<file path="src/rtl/accumulator_scheduler.sv">
`default_nettype none
// ============================================================================
// Module      : accumulator_scheduler
// Description : Round-robin time-sharing of one accumulate datapath between
//               NUM_REQ sample streams. A granted stream supplies a fixed
//               number of beats, the sum is emitted tagged with the stream
//               id, then the accumulator clears and arbitration repeats.
//               Optional idle-beat timeout: define ACC_SCHED_TIMEOUT_EN.
// Revision    : 1.0 - initial release
// ============================================================================
module accumulator_scheduler #(
    parameter int NUM_REQ        = 4,
    parameter int DATA_WIDTH     = 32,
    parameter int ACC_WIDTH      = 40,
    parameter int LEN_WIDTH      = 8,
    parameter int TIMEOUT_CYCLES = 16
) (
    input  logic                          clk,
    input  logic                          rst,
    input  logic [LEN_WIDTH-1:0]          cfg_len,
    input  logic [NUM_REQ-1:0]            req_valid,
    input  logic [NUM_REQ*DATA_WIDTH-1:0] req_data,
    output logic [NUM_REQ-1:0]            req_ready,
    output logic                          res_valid,
    input  logic                          res_ready,
    output logic [ACC_WIDTH-1:0]          res_data,
    output logic [$clog2(NUM_REQ)-1:0]    res_id,
    output logic                          res_partial,
    output logic                          busy
);

    localparam int c_ID_W = $clog2(NUM_REQ);

    localparam logic [1:0] c_ST_IDLE  = 2'd0;
    localparam logic [1:0] c_ST_ACCUM = 2'd1;
    localparam logic [1:0] c_ST_EMIT  = 2'd2;

    logic [1:0]            r_state;
    logic [1:0]            w_state_nxt;
    logic [ACC_WIDTH-1:0]  r_acc;
    logic [LEN_WIDTH-1:0]  r_count;
    logic [LEN_WIDTH-1:0]  r_len;
    logic [c_ID_W-1:0]     r_grant;
    logic [c_ID_W-1:0]     r_last_grant;

    logic [c_ID_W:0]       w_idx;
    logic [c_ID_W-1:0]     w_pick;
    logic                  w_found;
    logic [DATA_WIDTH-1:0] w_sample;
    logic [LEN_WIDTH-1:0]  w_len_eff;
    logic                  w_beat;
    logic                  w_last_beat;
    logic                  w_handshake;
    logic                  w_timeout;

    // Round-robin search starting one past the most recently served stream
    always_comb begin
        w_found = 1'b0;
        w_pick  = '0;
        w_idx   = '0;
        for (int i = 1; i <= NUM_REQ; i++) begin
            w_idx = {1'b0, r_last_grant} + (c_ID_W+1)'(i);
            if (w_idx >= (c_ID_W+1)'(NUM_REQ)) begin
                w_idx = w_idx - (c_ID_W+1)'(NUM_REQ);
            end
            if (!w_found && req_valid[w_idx[c_ID_W-1:0]]) begin
                w_found = 1'b1;
                w_pick  = w_idx[c_ID_W-1:0];
            end
        end
    end

    // A programmed length of zero still means one beat
    assign w_len_eff   = (cfg_len == '0) ? LEN_WIDTH'(1) : cfg_len;
    assign w_sample    = req_data[r_grant*DATA_WIDTH +: DATA_WIDTH];
    assign w_beat      = (r_state == c_ST_ACCUM) && req_valid[r_grant];
    assign w_last_beat = w_beat && ((r_count + LEN_WIDTH'(1)) == r_len);
    assign w_handshake = (r_state == c_ST_EMIT) && res_ready;

    assign req_ready = (r_state == c_ST_ACCUM) ? (NUM_REQ'(1) << r_grant) : '0;
    assign res_valid = (r_state == c_ST_EMIT);
    assign res_data  = r_acc;
    assign res_id    = r_grant;
    assign busy      = (r_state != c_ST_IDLE);

`ifdef ACC_SCHED_TIMEOUT_EN
    localparam int c_TO_W = $clog2(TIMEOUT_CYCLES + 1);

    logic [c_TO_W-1:0] r_idle_cnt;
    logic              r_partial;

    assign w_timeout   = (r_state == c_ST_ACCUM) && !w_beat &&
                         (r_idle_cnt == c_TO_W'(TIMEOUT_CYCLES - 1));
    assign res_partial = r_partial;

    // Count consecutive beat-less ACCUM cycles; any beat restarts the count
    always_ff @(posedge clk) begin
        if (rst) begin
            r_idle_cnt <= '0;
        end else if ((r_state != c_ST_ACCUM) || w_beat) begin
            r_idle_cnt <= '0;
        end else begin
            r_idle_cnt <= r_idle_cnt + c_TO_W'(1);
        end
    end

    // Flag a result cut short by the idle limit until it is consumed
    always_ff @(posedge clk) begin
        if (rst) begin
            r_partial <= 1'b0;
        end else if (w_timeout) begin
            r_partial <= 1'b1;
        end else if (w_handshake) begin
            r_partial <= 1'b0;
        end
    end
`else
    logic w_unused_timeout;

    assign w_unused_timeout = (TIMEOUT_CYCLES > 0);
    assign w_timeout        = 1'b0;
    assign res_partial      = 1'b0;
`endif

    // State register
    always_ff @(posedge clk) begin
        if (rst) begin
            r_state <= c_ST_IDLE;
        end else begin
            r_state <= w_state_nxt;
        end
    end

    // Next-state decode
    always_comb begin
        w_state_nxt = r_state;
        case (r_state)
            c_ST_IDLE: begin
                if (w_found) begin
                    w_state_nxt = c_ST_ACCUM;
                end
            end
            c_ST_ACCUM: begin
                if (w_last_beat || w_timeout) begin
                    w_state_nxt = c_ST_EMIT;
                end
            end
            c_ST_EMIT: begin
                if (res_ready) begin
                    w_state_nxt = c_ST_IDLE;
                end
            end
            default: begin
                w_state_nxt = c_ST_IDLE;
            end
        endcase
    end

    // Grant capture, accumulation and post-handshake clear
    always_ff @(posedge clk) begin
        if (rst) begin
            r_acc        <= '0;
            r_count      <= '0;
            r_len        <= LEN_WIDTH'(1);
            r_grant      <= '0;
            r_last_grant <= c_ID_W'(NUM_REQ - 1);
        end else begin
            if ((r_state == c_ST_IDLE) && w_found) begin
                r_grant <= w_pick;
                r_len   <= w_len_eff;
                r_acc   <= '0;
                r_count <= '0;
            end
            if (w_beat) begin
                r_acc   <= r_acc + ACC_WIDTH'(w_sample);
                r_count <= r_count + LEN_WIDTH'(1);
            end
            if (w_handshake) begin
                r_acc        <= '0;
                r_count      <= '0;
                r_last_grant <= r_grant;
            end
        end
    end

endmodule
`default_nettype wire

</file>
<file path="config.mk">
export PLATFORM = sky130hd
export DESIGN_NAME = accumulator_scheduler
export DESIGN_NICKNAME = d
export VERILOG_FILES = /design/src/rtl/accumulator_scheduler.sv
export SDC_FILE = /design/constraint.sdc
export NUM_CORES = 1
export LEC_CHECK = 0
export ABC_AREA = 1
export CORE_MARGIN = 2
export CORE_UTILIZATION = 25
export CTS_CLUSTER_DIAMETER = 100
export CTS_CLUSTER_SIZE = 10
export DETAILED_ROUTE_END_ITERATION = 10
export PLACE_DENSITY = 0.59
export RECOVER_POWER = 100
export REMOVE_ABC_BUFFERS = 1
export SYNTH_ARGS = -nofsm -noshare
export SYNTH_HDL_FRONTEND = slang
export SYNTH_SLANG_ARGS = --single-unit
</file>
<file path="constraint.sdc">
create_clock -name clk -period 3.03 [get_ports clk]
set_input_delay 0.4545 -clock clk [delete_from_list [all_inputs] [get_ports clk]]
set_output_delay 0.4545 -clock clk [all_outputs]
set_load 0.005 [all_outputs]
</file>
==> impl_summary.txt, run 1 <==
----------------------------------------------------
[Critical path]
  Crit Path Max Fanout ... 9
  End point of the critical path ... res_data[39]
  Series of cell instances along the critical path ... inv_2, nand2_1, clkinvlp_4, buf_4, buf_12, a22oi_1, nand3_1, ha_2, nand2_1, nor2_4, nand2_1, nor2_1, nand2_1, nand3_1, nand2_1, nand2_1, nand3_1, nand2_1, nor2_1
  CP max stage delay ... roughly 410 ps
  R2r endpoint ... res_data[39]
  Critical-path cell with the highest stage delay ... sky130_fd_sc_hd__ha_2
  Launching element of the worst setup path ... res_id[1]
  Worst Reg-to-Reg Cells ... 19
  Flop2flop setup slack ... 130 ps
  Element type at the critical path end ... flip-flop
  Critical path type ... flip-flop to flip-flop
  Data required time of the critical path ... 3270 ps
  Arrival time reported for the critical path endpoint ... between 3000 and 4000 ps
  Most used cell, CP ... sky130_fd_sc_hd__nand2_1
  Startpoint Class ... flip-flop
  R2r startpoint ... res_id[1]

[GRT]
  First-pass GRT wire length ... approximately 39000 um
  Via count of the first global-routing pass ... 7381
  Antenna violations before repair ... 0
  Grt ovf ... 0
  Maximum number of pins on one net before global-route repair ... 51
  Total global routing track utilization ... about 17%

[Job]
  # Max-Cap Violations ... 0

[Cells and area]
  Antenna diode instance count ... 0
  Non-filler instance count after layout ... ~1700
  Area overhead of the layout relative to synthesis ... 44.6%
  Final #Nets ... about 1500
  Layout cell share with drive strength beyond 1 ... around a tenth

[Synth]
  Library cell with the highest instance count after synthesis ... sky130_fd_sc_hd__nand2_1
  Synthesis warning total ... 0
  Register bit total from synthesis ... between 60 and 70
  Commonest cells post-synth ... sky130_fd_sc_hd__nand2_1, sky130_fd_sc_hd__inv_1, sky130_fd_sc_hd__nand3_1, sky130_fd_sc_hd__nor2_1, sky130_fd_sc_hd__a21oi_1
  Post-synth top area cell ... sky130_fd_sc_hd__nand2_1
  Async set-or-reset flop fraction in the synthesized netlist ... 0%
  Fraction of post-synthesis cell area in the top cell type by area ... between 20% and 30%
  Summed instance area of the synthesized netlist ... approximately 6600 um2
  Most used flip-flop cell after synthesis ... sky130_fd_sc_hd__dfxtp_1
  Number of flops mapped to enable cells by yosys ... 0
  Synthesized instance count ... 1151
  Distinct cell type count of the synthesized netlist ... 43
  Syn avg cell area ... roughly 5.7 um2
  Post-synthesis sequential area ratio ... about a fifth
  Dominant cells by area after synthesis ... sky130_fd_sc_hd__nand2_1, sky130_fd_sc_hd__dfxtp_1, sky130_fd_sc_hd__inv_1, sky130_fd_sc_hd__nand3_1, sky130_fd_sc_hd__a22oi_1

[Placement]
  HPWL after detailed placement ... just under 20000 um
  Cells after DPL ... between 1500 and 2000
  Final GP Congestion ... around 0.94
  Total of buffers placed on input and output ports ... between 150 and 200

[Clock tree]
  TritonCTS buffer count ... 9
  Max H-tree Level ... 3
  Root cell of the clock tree ... sky130_fd_sc_hd__clkbuf_16
  Total of hold buffers inserted after clock tree synthesis ... 0
  Worst-path clk slew ... approximately 50 ps
  CTS max path bufs ... 2
  CTS tree ... done
  Clock network latency to the later pin of the worst-skew pair ... about 350 ps
  Count of clock tree sinks ... a little over 60

[Power]
  Worst vdd rail ir drop ... 208 uV
  Net Sw Frac ... 38.4%
  Internal portion of total power ... approximately 2.3 mW
  Leak pwr ... between 4 and 5 nW
  Areal power density over the cells ... approximately 400 nW/um2
  Net switching power figure ... around 1.5 mW
  Sequential cell fraction of total power ... about a quarter
  Comb power frac ... 46.1%
  Relative contribution of the clock network to total power ... between 20% and 30%

[STA]
  Worst slew slack as a fraction of its limit ... ~51%
  Number of hold-slack violations in the final timing report ... 0
  Slew at the pin closest to its max-slew limit ... 730 ps
  Fmax achieved ... ~340 MHz
  Final setup violating endpoints ... 0
  Setup TNS Final ... 0 ps
  Post-route minimum period ... between 2000 and 3000 ps
  Unrepaired setup endpoints after global routing ... true
  Fin. max-slew vios ... 0
  Worst-case clock skew ... 7.57 ps
  Final critical-path share of the clock period ... about 96%

[Die]
  Core Region ... 26100 um2
  Die height ... about 170 um
  Cell Rows ... 59
  Io pins ... 192
  Starting density of the core ... about 25%
  Overall die area ... 27800 um2
  X dimension of the die ... ~170 um

[Detailed routing]
  Wire per inst ... approximately 15 um
  Post-route antenna net violation count ... 0
  Vias ... between 7000 and 8000
  Post-detailed-routing wire length ... between 20000 and 25000 um
  Number of remaining DRC errors ... 0
  Number of optimization iterations in the first detailed-route pass ... 5
  First DRT Iteration DRCs ... around 420
  Detailed-route vias per instance ... roughly 4.7

[Outcome]
  Status ... finished clean

[Worst hold path]
  Hold/Removal Path Class ... flip-flop to flip-flop
  Hold path cells ... 2

----------------------------------------------------
[cell families after synthesis]
kind of cell    count (synthesis)  synth area share [%]
other cells                     1                0.0567
flops                          62                  18.8
simple gates                  637                  41.3
buf+inv                       218                  13.7
xor+xnor                        9                  1.42
compound gates                190                  18.2
fa+ha+maj                      34                  6.54
[cells in the final DEF, fill, tap and decap left out, types with 5 or more instances in the layout]
cell,netlist,routed
sky130_fd_sc_hd__nand2_1,389,383
sky130_fd_sc_hd__inv_1,175,174
sky130_fd_sc_hd__clkdlybuf4s50_1,0,153
sky130_fd_sc_hd__nand3_1,100,96
sky130_fd_sc_hd__nor2_1,93,80
sky130_fd_sc_hd__a21oi_1,70,69
sky130_fd_sc_hd__dfxtp_1,62,62
sky130_fd_sc_hd__a22oi_1,55,55
sky130_fd_sc_hd__dlygate4sd3_1,0,37
sky130_fd_sc_hd__nand3_2,18,22
sky130_fd_sc_hd__o21ai_0,21,21
sky130_fd_sc_hd__a21oi_2,18,19
sky130_fd_sc_hd__ha_1,33,19
sky130_fd_sc_hd__buf_4,4,16
sky130_fd_sc_hd__nor2_2,3,11
sky130_fd_sc_hd__nor3_1,10,10
sky130_fd_sc_hd__nand4_1,10,10
sky130_fd_sc_hd__clkbuf_16,0,10
sky130_fd_sc_hd__o21ai_1,9,9
sky130_fd_sc_hd__nand2_2,3,9
sky130_fd_sc_hd__ha_4,0,8
sky130_fd_sc_hd__buf_12,3,8
sky130_fd_sc_hd__nor2_4,1,6
sky130_fd_sc_hd__a21boi_0,6,6
sky130_fd_sc_hd__ha_2,0,6
sky130_fd_sc_hd__xor2_1,5,5
sky130_fd_sc_hd__inv_2,5,5
[critical path, delay by kind of cell, from the launching register on]
family,cells,cell delay [ps]
AOI/OAI and AO/OA,1,140
adders and majority gates,1,410
buffers and inverters,4,480
DFF,1,350
and+or+nand+nor,13,1420
[worst min-delay path by stage]
stage                         from        to  slack (ps)
after global routing      r_len[3]  r_len[3]         490
final                     r_len[3]  r_len[3]         470
after detailed placement  r_len[3]  r_len[3]         460
after global placement    r_len[3]  r_len[3]         470
after CTS                 r_len[3]  r_len[3]         470
after floorplan           r_len[4]  r_len[4]         440
[routing by layer]
metal / global-route usage [%] / wire [um] / up-vias
met5: 0 / 0 / -
met4: 3.79 / 350 / 0
met3: 4.75 / 1770 / 20
met2: 28.5 / 11300 / 210
met1: 22.9 / 11500 / 3489
li1: - / - / 4095
[per-stage QoR]
| stage | util, % | area [um2] | total power, mW | worst slack (ps) | hold slack, ps |
|---|---|---|---|---|---|
| floorplan | - | 6390 | 1.84 | -471 | 445 |
| finish | 36.7 | 9570 | 3.81 | 126 | 470 |
| global placement | 34.5 | 8990 | 2.57 | 115 | 469 |
| detailed placement | 34.5 | 8990 | 2.58 | 53.5 | 459 |
| global route | 36.7 | 9570 | 4.07 | -36.9 | 494 |
| CTS | 35.7 | 9310 | 3.74 | 60.0 | 468 |
[layout make-up]
type                    count  area, um2
multi-input cells         871       4680
flip-flops and latches     62       1240
clock buffers              10        239
fillers                  2840      16500
clock inverters             4       72.6
repair buffers            217       2230
well taps                 335        419
inverters                 181        683
[power groups by stage]
stage / Combinational [mW] / Clock (mW) / Sequential, mW
floorplan: 0.910 / 0 / 0.932
global placement: 1.64 / 0 / 0.933
detailed placement: 1.65 / 0 / 0.934
CTS: 1.66 / 1.16 / 0.917
global route: 1.94 / 1.19 / 0.929
finish: 1.75 / 1.13 / 0.920
[registers in the layout, indices dropped and copies added, names as in the netlist]
signal,count
r_last_grant,2
res_id,2
r_count,8
r_state,2
r_len,8
res_data,40
[repair_timing]
item                       CTS  global route
gates resized for setup      0            49
setup endpoints to repair    0            22
buffers inserted             0             2
Note: power is estimated with default switching activity, not from simulation.
==> inputs of run 2 (changes only) <==
--- a/config.mk
+++ b/config.mk
@@ -7,11 +7,11 @@
 export LEC_CHECK = 0
 export ABC_AREA = 1
 export CORE_MARGIN = 2
-export CORE_UTILIZATION = 25
+export CORE_UTILIZATION = 30
 export CTS_CLUSTER_DIAMETER = 100
 export CTS_CLUSTER_SIZE = 10
 export DETAILED_ROUTE_END_ITERATION = 10
-export PLACE_DENSITY = 0.59
+export PLACE_DENSITY = 0.66
 export RECOVER_POWER = 100
 export REMOVE_ABC_BUFFERS = 1
 export SYNTH_ARGS = -nofsm -noshare
==> run 2 against run 1 <==
Against the previous run:
- flip-flop and latch count unchanged
- largest cell class unchanged
- highest routed layer unchanged
- clock power rose by 11%
- core utilization increased by 7.1 points
- non-clock buffer count decreased by 2
- worst setup slack gained 75 ps
- sequential share of layout area increased by 0.13 points
==> impl_summary.txt, run 2 (same netlist as run 1, synthesis figures left out) <==
----------------------------------------------------
[Outcome]
  Status ... finished clean

[Cells and area]
  Commonest non-fill, non-tap cells in the layout ... sky130_fd_sc_hd__nand2_1, sky130_fd_sc_hd__inv_1, sky130_fd_sc_hd__clkdlybuf4s50_1
  Final standard cell area without fillers ... between 9000 and 10000 um2
  Final #Nets ... approximately 1500
  Antenna diode instance count ... 0
  Number of fillers in the final layout ... 2363
  Area overhead of the layout relative to synthesis ... 44.1%
  Number of flip-flops under the largest register name ... 40
  Layout cell share with drive strength beyond 1 ... between 10% and 20%
  Most common cell after layout, fill and taps aside ... sky130_fd_sc_hd__nand2_1

[Critical path]
  Element type at the critical path end ... flip-flop
  Data required time of the critical path ... around 3200 ps
  Crit Path Max Fanout ... 15
  Startpoint Class ... flip-flop
  Critical-path cell with the highest stage delay ... sky130_fd_sc_hd__dfxtp_4
  CP max stage delay ... approximately 380 ps
  Critical path type ... flip-flop to flip-flop
  Series of cell instances along the critical path ... buf_4, nand2_1, inv_2, buf_6, a22oi_1, nand2_1, ha_1, buf_4, nand2_1, nor2_2, nand2_1, nor2_1, nand2_1, nand2_1, nand2_1, nand3_1, a21oi_1
  Most used cell, CP ... sky130_fd_sc_hd__nand2_1
  Arrival time reported for the critical path endpoint ... between 3000 and 4000 ps

[GRT]
  Total global routing track utilization ... about a fifth
  Antenna violations before repair ... 0
  Maximum number of pins on one net before global-route repair ... 48
  First-pass GRT wire length ... ~39000 um
  Grt ovf ... 0
  Via count of the first global-routing pass ... between 7000 and 8000

[Clock tree]
  Root cell of the clock tree ... sky130_fd_sc_hd__clkbuf_16
  Clock network latency to the later pin of the worst-skew pair ... between 300 and 400 ps
  Max H-tree Level ... 3
  TritonCTS buffer count ... 9
  Total of hold buffers inserted after clock tree synthesis ... 0
  CTS tree ... done
  Worst-path clk slew ... approximately 60 ps
  Count of clock tree sinks ... 62
  CTS max path bufs ... 2

[STA]
  Setup TNS Final ... 0 ps
  Worst hold slack ... roughly 480 ps
  Unrepaired setup endpoints after global routing ... true
  Number of hold-slack violations in the final timing report ... 0
  Fin. max-slew vios ... 0
  Worst-case clock skew ... slightly above 7 ps
  Slew at the pin closest to its max-slew limit ... between 700 and 800 ps
  Final setup violating endpoints ... 0
  Final critical-path share of the clock period ... between 90% and 100%
  Post-route minimum period ... approximately 2800 ps
  Fmax achieved ... 353 MHz
  Worst slew slack as a fraction of its limit ... 47.4%

[Detailed routing]
  First DRT Iteration DRCs ... around 500
  Vias ... between 7000 and 8000
  Post-route antenna net violation count ... 0
  Post-detailed-routing wire length ... around 24000 um
  Number of optimization iterations in the first detailed-route pass ... 5
  Number of remaining DRC errors ... 0
  Detailed-route vias per instance ... between 4 and 5
  Wire per inst ... around 15 um

[Power]
  Leak pwr ... 4.48 nW
  Worst vdd rail ir drop ... ~300 uV
  Overall power of the completed layout ... ~4 mW
  Areal power density over the cells ... between 400 and 500 nW/um2

[Die]
  X dimension of the die ... roughly 150 um
  Cell Rows ... 54
  Starting density of the core ... 30.4%
  Overall die area ... around 23000 um2
  Io pins ... 192
  Core Region ... between 20000 and 25000 um2
  Die height ... ~150 um

[Placement]
  HPWL after detailed placement ... 18800 um
  Total of buffers placed on input and output ports ... 190
  Final GP Congestion ... 0.935
  Placed Area ... 8880 um2

[Worst hold path]
  Hold/Removal Path Class ... flip-flop to flip-flop

[Job]
  # Max-Cap Violations ... 0

----------------------------------------------------
==> run 2: what timing repair did <==
item	4_1_cts	5_1_grt
setup endpoints to repair	11	26
gates cloned	1	0
buffers inserted	0	2
pin swaps	1	8
gates resized for setup	5	63
==> run 2: layer usage <==
| layer | vias up | part of all wire [%] | wire (um) | GRT usage, % |
|---|---|---|---|---|
| li1 | 4087 | - | - | - |
| met1 | 3585 | 45 | 10900 | 25.5 |
| met2 | 217 | 47 | 11400 | 35.8 |
| met3 | 27 | 6.1 | 1480 | 4.81 |
| met4 | 0 | 2.0 | 488 | 5.69 |
| met5 | - | 0 | 0 | 0 |
==> run 2: metrics by stage <==
stage / instances / utilization [%] / worst slack (ps)
after detailed placement: 1607 / 40.8 / -111
after global routing: 1626 / 43.8 / -37.4
after global placement: 1607 / 40.8 / -95.3
final: 1626 / 43.8 / 200
after floorplan: 1114 / - / -471
after CTS: 1624 / 42.5 / 3.11
==> run 2: where the power goes <==
part | total (mW) | switching [mW] | internal (mW)
clock network | 1.25 | 0.442 | 0.806
logic | 1.72 | 0.989 | 0.727
registers | 0.928 | 0.0583 | 0.870
==> run 2: critical path, delay by kind of cell (launching register included) <==
family | cells | cell delay, ps
adders and majority gates | 1 | 360
and+or+nand+nor | 10 | 1100
AOI/OAI and AO/OA | 2 | 260
buffers and inverters | 4 | 560
DFF | 1 | 380
==> run 2: worst paths after layout <==
check	start	endpoint	slack (ps)	cells after the start
max	res_id[0]	res_data[31]	200	17
min	r_len[7]	r_len[7]	480	2
max reg2reg	res_id[0]	res_data[31]	200	17
min reg2reg	r_len[7]	r_len[7]	480	2
==> run 2: layout make-up <==
type / instances / area, um2 / area share, %
timing repair buffer: 215 / 2160 / 22.6
clock buffer: 9 / 225 / 2.36
clock inverter: 7 / 121 / 1.27
inverter: 181 / 679 / 7.13
sequential: 62 / 1250 / 13.1
tap: 280 / 350 / 3.68
multi-input combinational: 872 / 4750 / 49.8
==> inputs of run 3 (changes only) <==
--- a/config.mk
+++ b/config.mk
@@ -14,6 +14,7 @@
 export PLACE_DENSITY = 0.66
 export RECOVER_POWER = 100
 export REMOVE_ABC_BUFFERS = 1
+export SLEW_MARGIN = 20
 export SYNTH_ARGS = -nofsm -noshare
 export SYNTH_HDL_FRONTEND = slang
 export SYNTH_SLANG_ARGS = --single-unit
==> constraint.sdc (replaced) <==
create_clock -name clk -period 3.4 [get_ports clk]
set_input_delay 0.51 -clock clk [delete_from_list [all_inputs] [get_ports clk]]
set_output_delay 0.51 -clock clk [all_outputs]
set_load 0.005 [all_outputs]
==> run 3 against run 2 <==
Against the previous run:
- flip-flop and latch count did not move
- largest cell class unchanged
- sequential power down 12%
- first-iteration DRC count down 11%
- cell count fell by 0.80%
- core utilization decreased by 2.3 points
==> impl_summary.txt, run 3 (same netlist as run 1, synthesis figures left out) <==
----------------------------------------------------
[Clock tree]
  Worst-path clk slew ... ~60 ps
  Total of hold buffers inserted after clock tree synthesis ... 0
  TritonCTS buffer count ... 9
  Root cell of the clock tree ... sky130_fd_sc_hd__clkbuf_16
  Count of clock tree sinks ... 62
  Setup fix buffers added after clock tree synthesis ... 0
  Max H-tree Level ... 3
  CTS max path bufs ... 2
  Clock network latency to the later pin of the worst-skew pair ... 350 ps
  CTS tree ... done

[Die]
  Starting density of the core ... 30.4%
  X dimension of the die ... roughly 150 um
  Core Region ... roughly 22000 um2
  Overall die area ... around 23000 um2
  Die height ... ~150 um
  Cell Rows ... 54
  Io pins ... 192

[Placement]
  HPWL after detailed placement ... about 19000 um
  Placed Area ... 8800 um2
  Final GP Congestion ... about 0.9
  Cells after DPL ... roughly 1600
  Total of buffers placed on input and output ports ... between 150 and 200

[Cells and area]
  Area overhead of the layout relative to synthesis ... 36.4%
  Most common cell after layout, fill and taps aside ... sky130_fd_sc_hd__nand2_1
  Commonest non-fill, non-tap cells in the layout ... sky130_fd_sc_hd__nand2_1, sky130_fd_sc_hd__inv_1, sky130_fd_sc_hd__clkdlybuf4s50_1
  Antenna diode instance count ... 0
  Layout cell share with drive strength beyond 1 ... about 4.9%
  Final standard cell area without fillers ... between 9000 and 10000 um2
  Number of flip-flops under the largest register name ... 40
  Non-filler instance count after layout ... 1613
  Final #Nets ... between 1500 and 2000
  Number of fillers in the final layout ... roughly 2400

[STA]
  Number of hold-slack violations in the final timing report ... 0
  Fin. max-slew vios ... 0
  Slew at the pin closest to its max-slew limit ... approximately 860 ps
  Final setup violating endpoints ... 0
  Worst slew slack as a fraction of its limit ... about 43%
  Final critical-path share of the clock period ... between 90% and 100%
  Post-route minimum period ... around 3200 ps
  Unrepaired setup endpoints after global routing ... false
  Fmax achieved ... 316 MHz
  Worst hold slack ... 474 ps
  Worst-case clock skew ... approximately 6.3 ps

[Critical path]
  Data required time of the critical path ... 3640 ps
  Critical-path cell with the highest stage delay ... sky130_fd_sc_hd__dfxtp_1
  Most used cell, CP ... sky130_fd_sc_hd__nand2_1
  CP max stage delay ... ~460 ps
  Element type at the critical path end ... flip-flop
  Crit-path leading delay family ... simple AND/OR/NAND/NOR gates
  Series of cell instances along the critical path ... inv_2, nand2_1, inv_1, buf_4, a22oi_1, nand3_1, ha_1, nand2_1, nor2_1, nand3_1, nand3_1, nand2_1, nand2_1, nand2_1, nand2_1, nand3_1, nand2_1, nor2_1
  Startpoint Class ... flip-flop
  Arrival time reported for the critical path endpoint ... between 3000 and 4000 ps
  Worst path bufs/invs ... 3
  Critical path type ... flip-flop to flip-flop
  Crit Path Max Fanout ... 18

[Power]
  Worst vdd rail ir drop ... roughly 230 uV
  Leak pwr ... roughly 4.4 nW
  Areal power density over the cells ... roughly 360 nW/um2
  Overall power of the completed layout ... 3.21 mW

[GRT]
  Antenna violations before repair ... 0
  Total global routing track utilization ... 19.3%
  Grt ovf ... 0
  Maximum number of pins on one net before global-route repair ... 48
  First-pass GRT wire length ... ~36000 um
  Via count of the first global-routing pass ... approximately 7000

[Detailed routing]
  Detailed-route vias per instance ... about 4.8
  Vias ... ~7700
  Wire per inst ... 14.4 um
  Post-route antenna net violation count ... 0
  Post-detailed-routing wire length ... approximately 23000 um
  Number of remaining DRC errors ... 0
  Number of optimization iterations in the first detailed-route pass ... 5
  First DRT Iteration DRCs ... 436

[Outcome]
  Status ... finished clean

[Worst hold path]
  Hold/Removal Path Class ... flip-flop to flip-flop

[Job]
  # Max-Cap Violations ... 0

----------------------------------------------------
==> run 3: cell types whose count changed in the layout (fill, tap and decap cells not counted), moves of 11 or more <==
cell,before,now
sky130_fd_sc_hd__nor2_1,74,92
sky130_fd_sc_hd__ha_1,18,33
sky130_fd_sc_hd__nand3_1,96,109
sky130_fd_sc_hd__nor2_2,15,2
sky130_fd_sc_hd__nand3_2,22,10
sky130_fd_sc_hd__buf_4,19,8
==> run 3: worst register-to-register path, delay by kind of cell, from the launching register on <==
| family | cells | cell delay, ps |
|---|---|---|
| DFF | 1 | 460 |
| and+or+nand+nor | 13 | 1660 |
| buffers and inverters | 3 | 390 |
| AOI/OAI and AO/OA | 1 | 190 |
| adders and majority gates | 1 | 370 |
==> run 3: area by class of cell <==
class,count,area (um2),share of cell area (%)
multi-input cells,871,4390,48.7
well taps,280,350,3.88
clock inverters,4,70.1,0.776
flip-flops and latches,62,1240,13.8
repair buffers,203,2050,22.7
clock buffers,12,246,2.73
inverters,181,679,7.53
==> run 3: path summary, 6_finish.rpt <==
kind                            slack (ps)  cells after the start           end  startpoint
worst max-delay path                   230                     18  res_data[34]   res_id[1]
worst min-delay path                   470                      2      r_len[7]    r_len[7]
worst max register to register         230                     18  res_data[34]   res_id[1]
worst min register to register         470                      2      r_len[7]    r_len[7]
==> run 3: stage by stage <==
step / utilization (%) / TNS (ps) / setup WS (ps)
2_1_floorplan: - / -770 / -101
3_3_place_gp: 40.5 / 0 / 305
3_5_place_dp: 40.5 / 0 / 283
4_1_cts: 41.9 / 0 / 266
5_1_grt: 41.5 / 0 / 11.1
6_report: 41.5 / 0 / 232
==> run 3: power by group <==
group / switching (mW) / leakage [nW] / internal (mW) / total [mW]
Clock: 0.363 / 0.157 / 0.660 / 1.02
Sequential: 0.0458 / 0.504 / 0.775 / 0.821
Combinational: 0.806 / 3.76 / 0.560 / 1.37
==> run 3: metal layers <==
layer / track usage (%) / vias to the layer above / share of wire [%]
met5: 0 / - / 0
met4: 3.48 / 0 / 1.4
met3: 4.92 / 20 / 5.8
met2: 32.8 / 192 / 46
met1: 25.2 / 3405 / 47
li1: - / 4068 / -
==> run 3: timing repair <==
item	in CTS	in global routing
setup endpoints to repair	0	1
resized for setup	0	1
endpoints found under the hold margin	0	0
